File: src/rtl/damage_scheduler.sv
// damage_scheduler: round-robin arbiter for player hit requests with a
// frame-counted invulnerability cooldown and sprite blink phase.
// Ports:
//   pclk       pixel clock, rising edge
//   rst        synchronous active-high reset
//   game_on    high while game screen active
//   game_over  death pulse from HP bar controller
//   vsync_in   vsync; rising edge is a frame tick
//   hit_req    level hit requests, bit i = source i
//   player_hit one-cycle damage pulse to HP bar controller
//   hit_ack    one-hot grant, coincident with player_hit
//   hit_src    index of last granted source (held)
//   invuln     high during cooldown
//   blink      blink phase, meaningful only while invuln=1
//   hit_count  grants in current game, saturating at 255
module damage_scheduler #(
    parameter int unsigned N_SRC         = 4,
    parameter int unsigned INVULN_FRAMES = 60,
    parameter int unsigned BLINK_FRAMES  = 4
) (
    input  logic             pclk,
    input  logic             rst,
    input  logic             game_on,
    input  logic             game_over,
    input  logic             vsync_in,
    input  logic [N_SRC-1:0] hit_req,
    output logic             player_hit,
    output logic [N_SRC-1:0] hit_ack,
    output logic [1:0]       hit_src,
    output logic             invuln,
    output logic             blink,
    output logic [7:0]       hit_count
);

    localparam int unsigned CNT_W   = 8;
    localparam int unsigned BLINK_W = (BLINK_FRAMES > 1) ? $clog2(BLINK_FRAMES) : 1;

    typedef enum logic [1:0] {
        ST_OFF,
        ST_READY,
        ST_COOL
    } state_t;

    state_t             state, state_n;
    logic [1:0]         rr_ptr, rr_ptr_n;
    logic [CNT_W-1:0]   frame_cnt, frame_cnt_n;
    logic [BLINK_W-1:0] blink_cnt, blink_cnt_n;
    logic               vsync_d;

    logic               player_hit_n;
    logic [N_SRC-1:0]   hit_ack_n;
    logic [1:0]         hit_src_n;
    logic               invuln_n;
    logic               blink_n;
    logic [7:0]         hit_count_n;

    logic               frame_tick_c;
    logic               grant_vld_c;
    logic [1:0]         grant_idx_c;
    logic [N_SRC-1:0]   req_sh_c;
    int unsigned        cand_c;

    assign frame_tick_c = vsync_in & ~vsync_d;

    // Round-robin search: first requester at or after rr_ptr, wrapping.
    always_comb begin
        grant_vld_c = 1'b0;
        grant_idx_c = 2'd0;
        cand_c      = 0;
        req_sh_c    = '0;
        for (int unsigned i = 0; i < N_SRC; i++) begin
            cand_c   = (32'(rr_ptr) + i) % N_SRC;
            req_sh_c = hit_req >> cand_c;
            if (!grant_vld_c && req_sh_c[0]) begin
                grant_vld_c = 1'b1;
                grant_idx_c = 2'(cand_c);
            end
        end
    end

    // Next-state and registered-output logic.
    always_comb begin
        state_n      = state;
        rr_ptr_n     = rr_ptr;
        frame_cnt_n  = frame_cnt;
        blink_cnt_n  = blink_cnt;
        player_hit_n = 1'b0;
        hit_ack_n    = '0;
        hit_src_n    = hit_src;
        invuln_n     = invuln;
        blink_n      = blink;
        hit_count_n  = hit_count;

        case (state)
            ST_OFF: begin
                invuln_n = 1'b0;
                blink_n  = 1'b0;
                if (game_on && !game_over) begin
                    state_n     = ST_READY;
                    hit_count_n = 8'd0;
                    hit_src_n   = 2'd0;
                    rr_ptr_n    = 2'd0;
                end
            end
            ST_READY: begin
                if (!game_on || game_over) begin
                    state_n  = ST_OFF;
                    invuln_n = 1'b0;
                    blink_n  = 1'b0;
                end else if (grant_vld_c) begin
                    state_n      = ST_COOL;
                    player_hit_n = 1'b1;
                    hit_ack_n    = N_SRC'(1) << grant_idx_c;
                    hit_src_n    = grant_idx_c;
                    rr_ptr_n     = 2'((32'(grant_idx_c) + 1) % N_SRC);
                    hit_count_n  = (hit_count == 8'hFF) ? hit_count : hit_count + 8'd1;
                    invuln_n     = 1'b1;
                    blink_n      = 1'b1;
                    frame_cnt_n  = '0;
                    blink_cnt_n  = '0;
                end
            end
            ST_COOL: begin
                if (!game_on || game_over) begin
                    state_n  = ST_OFF;
                    invuln_n = 1'b0;
                    blink_n  = 1'b0;
                end else if (frame_tick_c) begin
                    frame_cnt_n = frame_cnt + CNT_W'(1);
                    if (blink_cnt == BLINK_W'(BLINK_FRAMES - 1)) begin
                        blink_n     = ~blink;
                        blink_cnt_n = '0;
                    end else begin
                        blink_cnt_n = blink_cnt + BLINK_W'(1);
                    end
                    // Last cooldown frame: end takes precedence over a blink toggle.
                    if (frame_cnt == CNT_W'(INVULN_FRAMES - 1)) begin
                        state_n  = ST_READY;
                        invuln_n = 1'b0;
                        blink_n  = 1'b0;
                    end
                end
            end
            default: begin
                state_n  = ST_OFF;
                invuln_n = 1'b0;
                blink_n  = 1'b0;
            end
        endcase
    end

    // State and output registers.
    always_ff @(posedge pclk) begin
        if (rst) begin
            state      <= ST_OFF;
            rr_ptr     <= 2'd0;
            frame_cnt  <= '0;
            blink_cnt  <= '0;
            vsync_d    <= 1'b0;
            player_hit <= 1'b0;
            hit_ack    <= '0;
            hit_src    <= 2'd0;
            invuln     <= 1'b0;
            blink      <= 1'b0;
            hit_count  <= 8'd0;
        end else begin
            state      <= state_n;
            rr_ptr     <= rr_ptr_n;
            frame_cnt  <= frame_cnt_n;
            blink_cnt  <= blink_cnt_n;
            vsync_d    <= vsync_in;
            player_hit <= player_hit_n;
            hit_ack    <= hit_ack_n;
            hit_src    <= hit_src_n;
            invuln     <= invuln_n;
            blink      <= blink_n;
            hit_count  <= hit_count_n;
        end
    end

endmodule

File: config.mk
export PLATFORM = sky130hd
export DESIGN_NAME = damage_scheduler
export DESIGN_NICKNAME = d
export VERILOG_FILES = /design/src/rtl/damage_scheduler.sv
export SDC_FILE = /design/constraint.sdc
export NUM_CORES = 1
export LEC_CHECK = 0
export ABC_CLOCK_PERIOD_IN_PS = 3100
export CAP_MARGIN = 10
export CORE_MARGIN = 3
export CORE_UTILIZATION = 57
export DETAILED_ROUTE_END_ITERATION = 8
export PLACE_DENSITY = 0.83
export SKIP_LAST_GASP = 1
export SLEW_MARGIN = 20
export SYNTH_ARGS = -nofsm -noshare
export SYNTH_HDL_FRONTEND = slang
export SYNTH_SLANG_ARGS = --single-unit
File: constraint.sdc
create_clock -name pclk -period 3.1 [get_ports pclk]
set_clock_uncertainty 0.15 [all_clocks]
set_input_delay 0.31 -clock pclk [delete_from_list [all_inputs] [get_ports pclk]]
set_output_delay 0.31 -clock pclk [all_outputs]
set_load 0.03 [all_outputs]
==> results of run 1 <==
==> stage by stage <==
step	hold WS (ps)	total power, uW
2_1_floorplan	279	521
3_3_place_gp	285	556
3_5_place_dp	295	563
4_1_cts	312	869
5_1_grt	351	910
6_report	312	863
==> layer usage <==
metal,global-route usage (%),vias up
li1,-,798
met1,29.3,746
met2,38.8,49
met3,6.60,2
met4,5.88,0
met5,0,-
==> power breakdown <==
part / leakage, uW / switching [uW] / internal [uW] / total [uW]
Combinational: 0.000416 / 78.6 / 50.5 / 129
Sequential: 0.000258 / 7.12 / 419 / 426
Clock: 0.0000422 / 139 / 169 / 308
==> synth_stat cells <==
cell type   n  share of area [%]
a221oi_1    1               0.51
a21o_1      3                1.3
nand3b_1    3                1.3
mux2i_1     7                4.1
or4_1       8                3.5
o211ai_1    3                1.3
nor2_1      7                1.5
nand2b_1   12                4.4
o21ai_0     6                1.8
o31ai_1     5                2.2
and3b_1     1               0.51
inv_1       9                2.0
nand2_1    16                3.5
o2111ai_1   1               0.51
o221ai_1    1               0.51
o41ai_1     1               0.51
buf_2       2               0.59
a22o_1      2                1.0
or3_1       3                1.1
nor4_4      1                1.2
or2_2       2               0.73
and4_1      1               0.51
nand3_1    10                2.9
clkbuf_2    1               0.29
a21boi_0    1               0.44
and2_1      2               0.73
nand4bb_1   1               0.66
and3_1      2               0.73
a21bo_2     1               0.59
clkbuf_1    2               0.44
a211oi_1    3                1.3
nor2b_1     5                1.8
a21oi_1    25                7.3
xnor2_1     1               0.51
a221o_1     2                1.2
dfxtp_1    32                 37
ha_1        7                5.1
o211a_1     1               0.59
o22ai_1     2               0.73
a31oi_1     1               0.37
nor3_1      2               0.59
nand4_1     4                1.5
==> final cells by class <==
class | instances | area, um2
fillers | 233 | 753
clock inverters | 2 | 35.0
clock buffers | 6 | 41.3
well taps | 31 | 38.8
repair buffers | 25 | 250
inverters | 9 | 33.8
multi-input cells | 154 | 1010
flip-flops and latches | 32 | 641
==> flip-flops by register name, indices dropped and copies added (netlist names) <==
signal,count
frame_cnt,8
blink_cnt,2
invuln,1
hit_src,2
player_hit,1
state,2
hit_ack,4
hit_count,8
blink,1
vsync_d,1
rr_ptr,2
==> cell families (layout without fill, tap and decap cells) <==
family / count (synthesis) / in the layout / synth area share [%]
compound gates: 59 / 59 / 22.2
xor+xnor: 1 / 1 / 0.513
fa+ha+maj: 7 / 7 / 5.12
buf+inv: 14 / 42 / 3.29
flops: 32 / 32 / 37.5
mux: 7 / 7 / 4.10
simple gates: 80 / 80 / 27.3
==> worst min path at each step <==
stage                       startpoint           end  slack, ps
after floorplan                    rst    player_hit        280
after global placement      hit_src[1]    hit_src[1]        290
after detailed placement    hit_src[1]    hit_src[1]        300
after CTS                 blink_cnt[1]  blink_cnt[1]        310
after global routing        hit_src[1]    hit_src[1]        350
final                     blink_cnt[1]  blink_cnt[1]        310
==> critical path, stage by stage, from the launching register on <==
cell and delay [ps]:
dfxtp_1 390, inv_1 90, ha_1 310, nand2b_1 200, a221o_1 490, or4_1 550, a21oi_1 170
==> cell usage in the layout (no fill, tap or decap), types with 8 or more instances in the layout <==
master,netlist,final
a21oi_1,25,25
or4_1,8,8
nand2b_1,12,12
nand2_1,16,16
inv_1,9,9
nand3_1,10,10
dfxtp_1,32,32
clkdlybuf4s50_1,0,25
==> metrics.md, run 1 <==
| Metric | Value |
|---|---|
| Routed metal-1 wire length | `1.67 mm` |
| First-pass GRT wire length | `6.52 mm` |
| Hold path cells | `2` |
| Core outline area | `0.00281 mm2` |
| PwrDens | `421 mW/mm2` |
| Mean Syn Cell Area | `8.55 um2` |
| Total number of yosys warnings | `0` |
| Pre-Repair DR Iteration Count | `4` |
| Count of routing violations after the opening detailed-route iteration | `106` |
| Antenna violations before repair | `0` |
| Maximum clock path buffer count | `2` |
| Post-synthesis sequential element count | `32` |
| Overall track demand over capacity in global routing | `23.2%` |
| Weighted congestion at the end of routability-driven global placement | `0.905` |
| Final Hold Fails | `0` |
| Via Count | `1,595` |
| # port buffers | `25` |
| Root buffer selected by CTS | `clkbuf_4` |
| Standard-cell row count | `19` |
| Final cell utilization of the core | `73.1%` |
| Via count of the first global-routing pass | `1,491` |
| Post-route minimum period | `2410 ps` |
| Pre-CTS worst setup slack | `597 ps` |
| Fin cells | `259` |
| Critical setup path kind | `reg2reg` |
| Setup repair after global routing missed its margin | `false` |
| Worst r2r src | `state[0]` |
| Crit-path max FO | `14` |
| Die area | `0.00369 mm2` |
| CTS tree | `done` |
| Share of synthesized area occupied by flip-flops and latches | `37.5%` |
| Capturing point of the worst reg2reg path | `frame_cnt[7]` |
| Highest layer used for signal routing | `met4` |
| Launch point of the worst path | `state[0]` |
| Placement-stage cell area | `0.00198 mm2` |
| Number of cells in the design after placement | `251` |
| Die outline height | `60.8 um` |
| Average vias per placed instance | `6.16` |
| Outcome | `finished, final reports clean` |
| Maximum number of pins on one net before global-route repair | `15` |
| Fraction of layout cells with a size suffix above 1 | `4.82%` |
| Total count of max-transition violations in the final report | `0` |
| Antenna Nets Post-Route | `0` |
| Gate count of the mapped netlist | `200` |
| Leakage power of the design | `0.000717 uW` |
| Diode insertion count for antenna repair | `0` |
| Worst-Skew Late Latency | `320 ps` |
| Type of element launching the critical path | `flop` |
| Clock edge transition at the registers on the reported setup and hold paths | `100 ps` |
| Initial Util | `60.9%` |
| Resize count post-CTS | `0` |
| Area of the mapped netlist | `0.00171 mm2` |
| Clock sink count | `32` |
| Net Count, Synth | `216` |
| Total length of routed wires | `3.70 mm` |
| Class of the tightest hold or removal check | `reg2reg` |
| Number of distinct library cell variants in the gate-level netlist after synthesis | `42` |
| Max transition margin | `43.3%` |
| Area growth from synthesis to layout | `20.1%` |
| Final worst path period share | `77.8%` |
| Kind of end point of the critical path | `flop` |
| Routed length on met2 | `1.81 mm` |
| Detail-routed net length per standard cell | `14.3 um` |
| Max VDD drop | `0.338 mV` |
| Top-level I/O count | `26` |
| Max-cap violations | `0` |
| End point of the critical path | `frame_cnt[7]` |
| Worst setup margin | `689 ps` |
| Post-route cell area | `0.00205 mm2` |
| Peak clock frequency supported by timing | `0.415 GHz` |
| CTS H-tree depth | `2` |
| Number of buffers inserted for hold repair after clock tree synthesis | `0` |
| Final setup fails | `0` |
| Setup slack of the most critical reg-to-reg path | `690 ps` |
| Worst EP arrival | `2510 ps` |
| Number of buffers inserted by post-CTS setup repair | `0` |
| Final HPWL from detailed placement | `2.83 mm` |
| Met3 wire len | `198 um` |
| # nets final | `243` |
| Path depth of the worst reg2reg path | `6` |
| Measured slew at the worst slew-check pin | `844 ps` |
| # DRC | `0` |
| Sum Neg Setup Slack | `0 ps` |
| Global route total overflow | `0` |
| Required time at the worst-slack endpoint | `3200 ps` |
| Total clock buffers created by CTS | `5` |
| Die Wd | `60.8 um` |
(Power assumes the default switching activity.)
==> inputs of run 2 (changes only) <==
ABC_CLOCK_PERIOD_IN_PS = 2500   (was 3100)
CORE_UTILIZATION = 53   (was 57)
PLACE_DENSITY = 0.78   (was 0.83)
clock period = 2.5 ns   (was 3.1 ns; I/O delays follow)
==> metrics.md, run 2 (synthesis gave the netlist of run 1 again) <==
| Metric | Value |
|---|---|
| Outcome | `finished, final reports clean` |
| Max transition margin | `68.4% (+25 points)` |
| Leading cell type in the layout, fill and taps excluded | `dfxtp_1` |
| Final Hold Fails | `0 (unchanged)` |
| Sum Neg Setup Slack | `0 ps (unchanged)` |
| Leakage power of the design | `0.000748 uW (+4.4%)` |
| Final HPWL from detailed placement | `3.02 mm (+6.9%)` |
| Total count of max-transition violations in the final report | `0 (unchanged)` |
| Antenna Nets Post-Route | `0 (unchanged)` |
| Clock sink count | `32 (unchanged)` |
| Hold path cells | `2 (unchanged)` |
| First-pass GRT wire length | `7.13 mm (+9.4%)` |
| Die outline height | `62.8 um (+3.3%)` |
| Kind of end point of the critical path | `flop` |
| Post-route minimum period | `2350 ps (-61.3 ps)` |
| Min-Delay Endpoint | `blink_cnt[1]` |
| Fraction of layout cells with a size suffix above 1 | `7.63% (+2.8 points)` |
| # DRC | `0 (unchanged)` |
| Peak clock frequency supported by timing | `0.426 GHz (+2.6%)` |
| Crit path buf inv count | `1 (unchanged)` |
| Peak per-stage delay on the critical path | `560 ps (about the same)` |
| Via count of the first global-routing pass | `1,599 (+7.2%)` |
| Total clock buffers created by CTS | `5 (unchanged)` |
| Worst Hold Launch | `blink_cnt[1]` |
| Leading cell types in the layout, fill and taps excluded | `32 x dfxtp_1, 25 x a21oi_1, 25 x clkdlybuf4s50_1` |
| Measured slew at the worst slew-check pin | `472 ps (-372 ps)` |
| Critical setup path kind | `reg2reg` |
| Standard-cell row count | `19 (unchanged)` |
| Die Wd | `62.8 um (+3.3%)` |
| Setup repair after global routing missed its margin | `false` |
| Cell chain of the critical path | `inv_1 -> ha_1 -> nand2b_1 -> a221o_1 -> or4_1 -> a21oi_1` |
| Average vias per placed instance | `5.95 (-3.4%)` |
| Count of routing violations after the opening detailed-route iteration | `96 (-9.4%)` |
| Worst EP arrival | `2470 ps (-40 ps)` |
| Worst path top cell family by delay | `simple AND/OR/NAND/NOR gates` |
| Pre-Repair DR Iteration Count | `4 (unchanged)` |
| Capturing point of the worst reg2reg path | `frame_cnt[5]` |
| CTS tree | `done` |
| Resize count post-CTS | `0 (unchanged)` |
| Total length of routed wires | `4.02 mm (+8.5%)` |
| Post-route cell area | `0.00211 mm2 (+2.7%)` |
| Overall track demand over capacity in global routing | `22.6% (-0.60 points)` |
| Number of buffers inserted for hold repair after clock tree synthesis | `0 (unchanged)` |
| Die area | `0.00394 mm2 (+6.8%)` |
| Path depth of the worst reg2reg path | `6 (unchanged)` |
| Antenna violations before repair | `0 (unchanged)` |
| Clock edge transition at the registers on the reported setup and hold paths | `100 ps (about the same)` |
| Type of element launching the critical path | `flop` |
| Final setup fails | `0 (unchanged)` |
| Root buffer selected by CTS | `clkbuf_4` |
| Max stage delay cell, worst path | `or4_1` |
| CTS H-tree depth | `2 (unchanged)` |
| Worst r2r src | `state[0]` |
| Maximum number of pins on one net before global-route repair | `15 (unchanged)` |
| Core outline area | `0.00290 mm2 (+3.4%)` |
| Weighted congestion at the end of routability-driven global placement | `0.833 (-7.9%)` |
| Worst-Skew Late Latency | `330 ps (about the same)` |
| Max-cap violations | `0 (unchanged)` |
| Placement-stage cell area | `0.00205 mm2 (+3.7%)` |
| Setup slack of the most critical reg-to-reg path | `150 ps (-540 ps)` |
| Crit-path max FO | `14 (unchanged)` |
| Global route total overflow | `0 (unchanged)` |
| Leading registers by flop count | `frame_cnt x8, hit_count x8, hit_ack x4` |
| Maximum clock path buffer count | `2 (unchanged)` |
| Area growth from synthesis to layout | `23.4%` |
| Final cell utilization of the core | `72.7% (-0.46 points)` |
| Number of buffers inserted by post-CTS setup repair | `0 (unchanged)` |
| Top-level I/O count | `26 (unchanged)` |
| Max VDD drop | `0.402 mV (+19%)` |
| # nets final | `251 (+3.3%)` |
| Via Count | `1,653 (+3.6%)` |
| Initial Util | `58.9% (-2.0 points)` |
| PwrDens | `478 mW/mm2 (+14%)` |
| Required time at the worst-slack endpoint | `2620 ps (-580 ps)` |
| Final worst path period share | `94.0% (+16 points)` |
| Diode insertion count for antenna repair | `0 (unchanged)` |
| Class of the tightest hold or removal check | `reg2reg` |
| Detail-routed net length per standard cell | `14.4 um (+1.1%)` |
| Stages on worst setup path | `6 (unchanged)` |
| # port buffers | `25 (unchanged)` |
run 2: cell types whose count changed in the layout (fill, tap and decap cells not counted), sizes merged:
| cell | before | now |
|---|---|---|
| buf | 0 | 8 |
| bufinv | 1 | 0 |
| clkbuf | 6 | 8 |
| clkinv | 1 | 0 |
run 2: metrics by stage:
| step | total power [uW] | hold slack [ps] | setup WS, ps | instances |
|---|---|---|---|---|
| 2_1_floorplan | 646 | 219 | 423 | 200 |
| 3_3_place_gp | 702 | 287 | 204 | 270 |
| 3_5_place_dp | 709 | 298 | 89.8 | 270 |
| 4_1_cts | 1020 | 324 | 141 | 278 |
| 5_1_grt | 1070 | 358 | 28.1 | 278 |
| 6_report | 1010 | 324 | 150 | 278 |
run 2: worst max path at each step:
stage,from,endpoint
after global placement,hit_req[1],frame_cnt[7]
after detailed placement,hit_req[1],frame_cnt[5]
final,state[0],frame_cnt[5]
after floorplan,state[0],frame_cnt[3]
after global routing,state[0],frame_cnt[5]
after CTS,state[0],frame_cnt[5]
run 2: tightest hold or removal path, cell delays in order, from the launching register on:
cell and delay [ps]:
dfxtp_1 330, nand2_1 50, a21oi_1 50
run 2: final cells by class:
type	instances	area, um2
fillers	251	792
clock buffers	8	58.8
well taps	42	52.6
repair buffers	33	310
flip-flops and latches	32	641
inverters	9	33.8
multi-input cells	154	1010
run 2: report_power, final:
part,internal (uW),switching [uW]
logic,72.0,99.8
clock network,139,170
registers,519,8.68
total,730,279
run 2: layer usage:
layer | share of wire [%] | GRT usage [%] | routed length (um)
met1 | 43 | 26.4 | 1710
met2 | 49 | 38.3 | 1980
met3 | 6.0 | 5.76 | 242
met4 | 1.9 | 10.7 | 78
met5 | 0 | 0 | 0
